==> src/rtl/mem_arb_pkg.sv <==
// Shared types and constants for the unified-memory port-A arbiter.
package mem_arb_pkg;

    localparam int AW_DEF  = 8;
    localparam int DW_DEF  = 32;

    localparam int REQ_CPU = 0;
    localparam int REQ_DBG = 1;

    typedef enum logic [1:0] {
        IDLE   = 2'd0,
        ACCESS = 2'd1,
        RESP   = 2'd2
    } arb_state_e;

endpackage

==> src/rtl/mem_port_arbiter_rr_arb2.sv <==
// Two-way round-robin picker: masked requesters are ignored, ties go to the
// requester that did not win last.
module rr_arb2 (
    input  logic [1:0] req,
    input  logic [1:0] mask,
    input  logic       last,
    output logic       valid,
    output logic       winner
);

    logic [1:0] elig;

    assign elig  = req & ~mask;
    assign valid = |elig;

    always_comb begin
        winner = 1'b0;
        case (elig)
            2'b01:   winner = 1'b0;
            2'b10:   winner = 1'b1;
            2'b11:   winner = ~last;
            default: winner = 1'b0;
        endcase
    end

endmodule

==> src/rtl/mem_port_arbiter.sv <==
// Round-robin sharing of memory port A between the CPU (0) and the debug
// loader (1); one access per grant, registered read data, one-cycle ack.
module mem_port_arbiter
    import mem_arb_pkg::*;
#(
    parameter int AW = AW_DEF,
    parameter int DW = DW_DEF
) (
    input  logic          clk,
    input  logic          rst_n,

    input  logic          r0_req,
    input  logic          r0_we,
    input  logic [AW-1:0] r0_addr,
    input  logic [DW-1:0] r0_wdata,
    output logic          r0_ack,
    output logic [DW-1:0] r0_rdata,

    input  logic          r1_req,
    input  logic          r1_we,
    input  logic [AW-1:0] r1_addr,
    input  logic [DW-1:0] r1_wdata,
    output logic          r1_ack,
    output logic [DW-1:0] r1_rdata,

    output logic [AW-1:0] mem_addr,
    output logic [DW-1:0] mem_wdata,
    output logic          mem_we,
    input  logic [DW-1:0] mem_rdata,

    output logic          busy
);

    typedef struct packed {
        logic          we;
        logic [AW-1:0] addr;
        logic [DW-1:0] wdata;
    } acc_t;

    arb_state_e           state, state_nxt;
    logic                 last_q;
    logic                 owner_q;
    acc_t                 lat_q;
    acc_t [1:0]           req_in;
    logic [1:0][DW-1:0]   rdata_q;

    logic [1:0]           req_vec;
    logic [1:0]           pick_mask;
    logic                 pick_valid;
    logic                 pick_win;
    logic                 grant;

    assign req_vec   = {r1_req, r0_req};
    assign req_in[0] = {r0_we, r0_addr, r0_wdata};
    assign req_in[1] = {r1_we, r1_addr, r1_wdata};

    // The owner keeps req high through its ack cycle, so it must not re-win in RESP.
    assign pick_mask = (state == RESP) ? (owner_q ? 2'b10 : 2'b01) : 2'b00;

    rr_arb2 u_pick (
        .req    (req_vec),
        .mask   (pick_mask),
        .last   (last_q),
        .valid  (pick_valid),
        .winner (pick_win)
    );

    always_comb begin
        state_nxt = state;
        grant     = 1'b0;
        case (state)
            IDLE: begin
                if (pick_valid) begin
                    state_nxt = ACCESS;
                    grant     = 1'b1;
                end
            end
            ACCESS: state_nxt = RESP;
            RESP: begin
                if (pick_valid) begin
                    state_nxt = ACCESS;
                    grant     = 1'b1;
                end else begin
                    state_nxt = IDLE;
                end
            end
            default: state_nxt = IDLE;
        endcase
    end

    always_ff @(posedge clk or negedge rst_n) begin
        if (!rst_n) begin
            state   <= IDLE;
            last_q  <= 1'b1;
            owner_q <= 1'b0;
            lat_q   <= '0;
        end else begin
            state <= state_nxt;
            if (grant) begin
                last_q  <= pick_win;
                owner_q <= pick_win;
                lat_q   <= req_in[pick_win];
            end
        end
    end

    always_ff @(posedge clk or negedge rst_n) begin
        if (!rst_n) begin
            rdata_q <= '0;
        end else if (state == ACCESS && !lat_q.we) begin
            for (int i = 0; i < 2; i++) begin
                if (owner_q == 1'(i))
                    rdata_q[i] <= mem_rdata;
            end
        end
    end

    // Write strobe comes only from registered state, so reset kills it at once.
    assign mem_we    = (state == ACCESS) && lat_q.we;
    assign mem_addr  = lat_q.addr;
    assign mem_wdata = lat_q.wdata;
    assign busy      = (state != IDLE);

    assign r0_ack    = (state == RESP) && (owner_q == 1'(REQ_CPU));
    assign r1_ack    = (state == RESP) && (owner_q == 1'(REQ_DBG));
    assign r0_rdata  = rdata_q[REQ_CPU];
    assign r1_rdata  = rdata_q[REQ_DBG];

endmodule

==> config.mk <==
export PLATFORM = sky130hd
export DESIGN_NAME = mem_port_arbiter
export DESIGN_NICKNAME = d
export VERILOG_FILES = /design/src/rtl/mem_arb_pkg.sv /design/src/rtl/mem_port_arbiter_rr_arb2.sv /design/src/rtl/mem_port_arbiter.sv
export SDC_FILE = /design/constraint.sdc
export NUM_CORES = 1
export LEC_CHECK = 0
export BUFFER_PORTS_ARGS = -buffer_cell sky130_fd_sc_hd__buf_4
export CAP_MARGIN = 20
export CORE_ASPECT_RATIO = 1.2
export CORE_MARGIN = 1
export CORE_UTILIZATION = 25
export DETAILED_ROUTE_END_ITERATION = 10
export GPL_ROUTABILITY_DRIVEN = 0
export PLACE_DENSITY_LB_ADDON = 0.08
export SETUP_SLACK_MARGIN = 0.05
export SLEW_MARGIN = 10
export SYNTH_ARGS = -nofsm -noshare
export SYNTH_HDL_FRONTEND = slang
export SYNTH_HIERARCHICAL = 1
export SYNTH_SLANG_ARGS = --single-unit
==> constraint.sdc <==
create_clock -name clk -period 3.61 [get_ports clk]
set_input_delay 0.722 -clock clk [delete_from_list [all_inputs] [get_ports clk]]
set_output_delay 0.722 -clock clk [all_outputs]
set_load 0.01 [all_outputs]
### Yosys cells after proc, flatten, opt, wreduce, memory -nomap -nowiden

Index checks and enable logic that the tools add are counted.

* output and inout port bits: 108
* input bits: 118
* word-level logic and storage cells: 39
* flip-flop bits (word level): 109

* muxes and demuxes: 10
* equality and inequality tests: 5
* bitwise logic cells: 4
* magnitude comparators: 1
* reduce and logical (&&, ||, !) cells: 11

Operators by type and width (count)
* $mux 41: 2
* $eq 2x2->1 const B: 3
* $mux 2: 3
* $pmux 2 s3: 1
* $logic_and 1x1->1: 4
* $reduce_and 2->1: 2
* $reduce_or 2->1: 2
* $mux 1: 3
* $and 2x2->2: 1
* $eq 2x1->1 const B: 1
* $logic_not 2->1: 1
* $lt 1x2->1 const B: 1
* $ne 2x2->1 const B: 1
* $not 1->1: 2
* $not 2->2: 1
* $pmux 1 s2: 1
* $reduce_bool 2->1: 1
* $logic_not 1->1: 1

### Longest topological paths before layout

* depth in word-level cells: 8
* gate-level depth with buffers: 7

### Cells and area by module

The synthesis kept the hierarchy.

By module, submodules not included
* mem_port_arbiter: sequential area each 2728.9 um2, cells each 322, instances 1, area each 4928.5 um2
* rr_arb2: sequential area each 0.0 um2, cells each 5, instances 1, area each 38.8 um2

### Least setup slack after synthesis

No wires, ideal clock.

* path type: register -> register
* start point: reg state[1]
* end point: reg lat_q[40] in the netlist's numbering
* path slack: 1397 ps
* arrival time: 2088 ps
* library setup time: 125 ps
* data required time: 3485 ps
* cell stages (with the launch flop): 8
* path buffers: 2
* cell sequence: dfrtp_1 nor3b_1 inv_1 a31oi_2 buf_2 buf_2 mux2_2 mux2_2

* word-level cells in the longest chain between the ends: 8
* elaborated cells on any way between the ends: 14

RTL lines
* start: declaration: line mem_port_arbiter.sv:40 `arb_state_e state, state_nxt;`
* start signal: assignment: line mem_port_arbiter.sv:98 `state <= state_nxt;`
* $eq 2x2->1 *: line mem_port_arbiter.sv:58 `assign pick_mask = (state == RESP) ? (owner_q ? 2'b10 : 2'b01) : 2'b00;`
* $mux 2 *: line mem_port_arbiter.sv:58
* $not 2->2 *: line mem_port_arbiter_rr_arb2.sv:13 `assign elig = req & ~mask;`
* $and 2x2->2 *: line mem_port_arbiter_rr_arb2.sv:13
* $eq 2x2->1: line mem_port_arbiter_rr_arb2.sv:18 `case (elig)`
* $pmux 1 s2 *: line mem_port_arbiter_rr_arb2.sv:18
* net pick_win: line mem_port_arbiter.sv:50 `logic pick_win;`
* $mux 41 (implied by the code) * (2 in series): line mem_port_arbiter.sv:102 `lat_q <= req_in[pick_win];`
* end signal: assignment: line mem_port_arbiter.sv:102
* end: declaration: line mem_port_arbiter.sv:43 `acc_t lat_q;`

The timed path passes the listed nets; every way through them passes the cells marked *. The select of a mux whose other input is x is not followed.
A chain may end at the register's enable or synchronous reset.

### Final worst setup path

* start point: reg state[0]
* end point: reg lat_q, in the netlist mem_wdata[30]

Same word-level chain as after synthesis.

==> qor.txt <==
Synth area leaders -> dfrtp_1, mux2_2, buf_4
Area share of the largest cell type after synthesis -> 0.544
CP cell instances -> nor3b_1, inv_1, a31oi_4, buf_4, mux2_2, mux2_2
Kind of critical path -> register to register
Vias per cell -> 4.12
Cell Area, Placed -> 6630 sq um
Most frequent cell after synthesis -> mux2_2
Clock buffer depth -> 2
Sw frac -> 0.319
Post-CTS setup buffers -> 0
Filler cells -> 1962
Post-synthesis instance total -> 327
Final hold violation count -> 0
Initial antenna violation count -> 0
Tot Pwr -> 5.83 mW
CP Max Fanout -> 43
Number of synthesized flops with an enable pin -> 0
Pre-CTS setup slack -> 1130 ps
Sequential Power Share -> 0.378
Endpoint type of the worst setup path -> register
Hold WC Path Type -> primary input to asynchronous set/reset pin
Clk sinks -> 109
CTS resizes -> 0
Final setup TNS -> 0 ps
IO buf count -> 225
Starting Density -> 0.255
Clock Skew -> 9.40 ps
First-pass GRT wire length -> 18400 microns
Multi-input gate area in the final layout -> 1820 sq um
Core box area -> 19500 sq um
Synth unique cells -> 19
Final Util -> 0.356
Top cell by count, worst path -> mux2_2
Finished Layout Cells -> 778
Slowest cell on crit path -> buf_4
Share of cells above drive strength 1 -> 0.774
Die Footprint -> 20400 sq um
Worst-Skew Late Latency -> 350 ps
Synth Cell Area -> 4970 sq um
Critical Path AT -> 2700 ps
Syn_area_per_cell -> 15.2 sq um
TritonCTS buffer count -> 9
Final worst-path setup slack -> 1140 ps
Least-Margin Pin Slew -> 606 ps
Final setup vio count -> 0
WP buf/inv -> 2
Status -> complete, no violations
CP peak stage delay -> 520 ps
DRC -> 0
Post-Synthesis Net Count -> 445
Fin crit period -> 2470 ps
Int Pwr -> 3.97 mW
Post-layout nets -> 630
Num ports -> 226
Grt total ovfl -> 0
Synth Register Bits -> 109
FF/Latch Area -> 2730 sq um
Clock Power Share -> 0.176
CTS tree -> yes
Root buffer cell -> clkbuf_16
Sequential area share after synthesis -> 0.549
Hold Slack -> 280 ps
Psw -> 1.86 mW
Htree depth -> 3
Comb power frac -> 0.446
RSZ-0062 raised after global routing -> no
Routed wire length -> 12200 microns
Achievable frequency -> 405 MHz
Worst endpoint required time -> 3840 ps
Placed instance count -> 762
Vias in the first global route -> 3478
ANT cells -> 0
Crit path max-delay family -> multiplexers
Drt pass-1 iters -> 5
Chip width -> 131 microns
Pleak -> 3.21 nW
Commonest cells in the netlist -> mux2_2, dfrtp_1, buf_4, buf_2
Syn. warnings -> 6
Worst vdd ir -> 0.000352 V
Worst slew margin -> 0.596
Area leader, netlist -> dfrtp_1
Row count -> 56
Largest net degree at the start of global routing -> 84
Pwr dens -> 841 nW/um^2
ANT nets after route -> 0
Vias after detailed routing -> 3205
Mean routed wirelength per cell -> 15.7 microns
Final instance area -> 6930 sq um
Share of synthesized registers carrying an async set or reset -> 1.00
Post-CTS Hold Fix Bufs -> 0
CP startpoint kind -> register
Max-cap violations -> 0
Initial DRC count -> 108
Slew Limit Fails -> 0
Syn-to-layout area delta -> 39.6%
Die H -> 156 microns
GRT Overall Usage -> 0.121
Clock Pin Slew Worst Setup and Hold Paths -> 70 ps
Primary FF master, synth -> dfrtp_1
Period utilization -> 0.684
HPWL after DPL -> 8710 microns
-- worst reg2reg max path: stages, from the launching register on --
cell and delay [ps]:
dfrtp_1 460, nor3b_1 380, inv_1 140, a31oi_4 170, buf_4 520, mux2_2 430, mux2_2 260
-- logic make-up after synthesis --
family	Yosys count	synth area share
simple gates	9	0.0184
compound gates	2	0.00353
flops	109	0.549
mux	148	0.341
buf+inv	59	0.0879
-- power groups by stage --
stage | registers [mW] | clock network [mW] | logic (mW)
floorplan | 2.33 | 0 | 1.53
global placement | 2.21 | 0 | 2.64
detailed placement | 2.23 | 0 | 2.67
CTS | 2.22 | 1.09 | 2.67
global route | 2.30 | 1.13 | 2.81
finish | 2.20 | 1.03 | 2.60
-- area by class of cell --
cell class	instances	area share
well taps	261	0.0471
flip-flops and latches	109	0.394
inverters	2	0.00108
multi-input cells	159	0.262
clock inverters	7	0.0117
clock buffers	9	0.0325
repair buffers	231	0.252
-- registers in the layout, indices dropped and copies added, names as in the netlist --
| signal | flops |
|---|---|
| lat_q | 1 |
| mem_wdata | 32 |
| r1_rdata | 32 |
| owner_q | 1 |
| last_q | 1 |
| mem_addr | 8 |
| state | 2 |
| r0_rdata | 32 |
-- layer usage --
layer,wire [microns],up-vias,track usage
li1,-,1466,-
met1,4930,1604,0.139
met2,6040,128,0.205
met3,1100,7,0.0414
met4,132,0,0.0427
met5,0,-,0
-- worst paths after layout --
check | from | to | slack (ps) | cells after the start
setup / recovery | state[0] | mem_wdata[30] | 1140 | 6
max in group asynchronous | rst_n | last_q | 2510 | 2
min in group clk | r0_rdata[4] | r0_rdata[4] | 500 | 1
hold / removal | rst_n | mem_wdata[29] | 280 | 1
setup reg to reg | state[0] | mem_wdata[30] | 1140 | 6
hold reg to reg | r0_rdata[4] | r0_rdata[4] | 500 | 1
-- cells in the final DEF (no fill, tap or decap), drive strengths merged, types with 2 or more instances in the layout --
cell type,netlist,layout
buf,57,231
dfrtp,108,108
nor2b,2,2
mux2,148,148
clkbuf,0,9
clkinv,0,4
inv,2,4
Power figures use the tool's default switching activity.
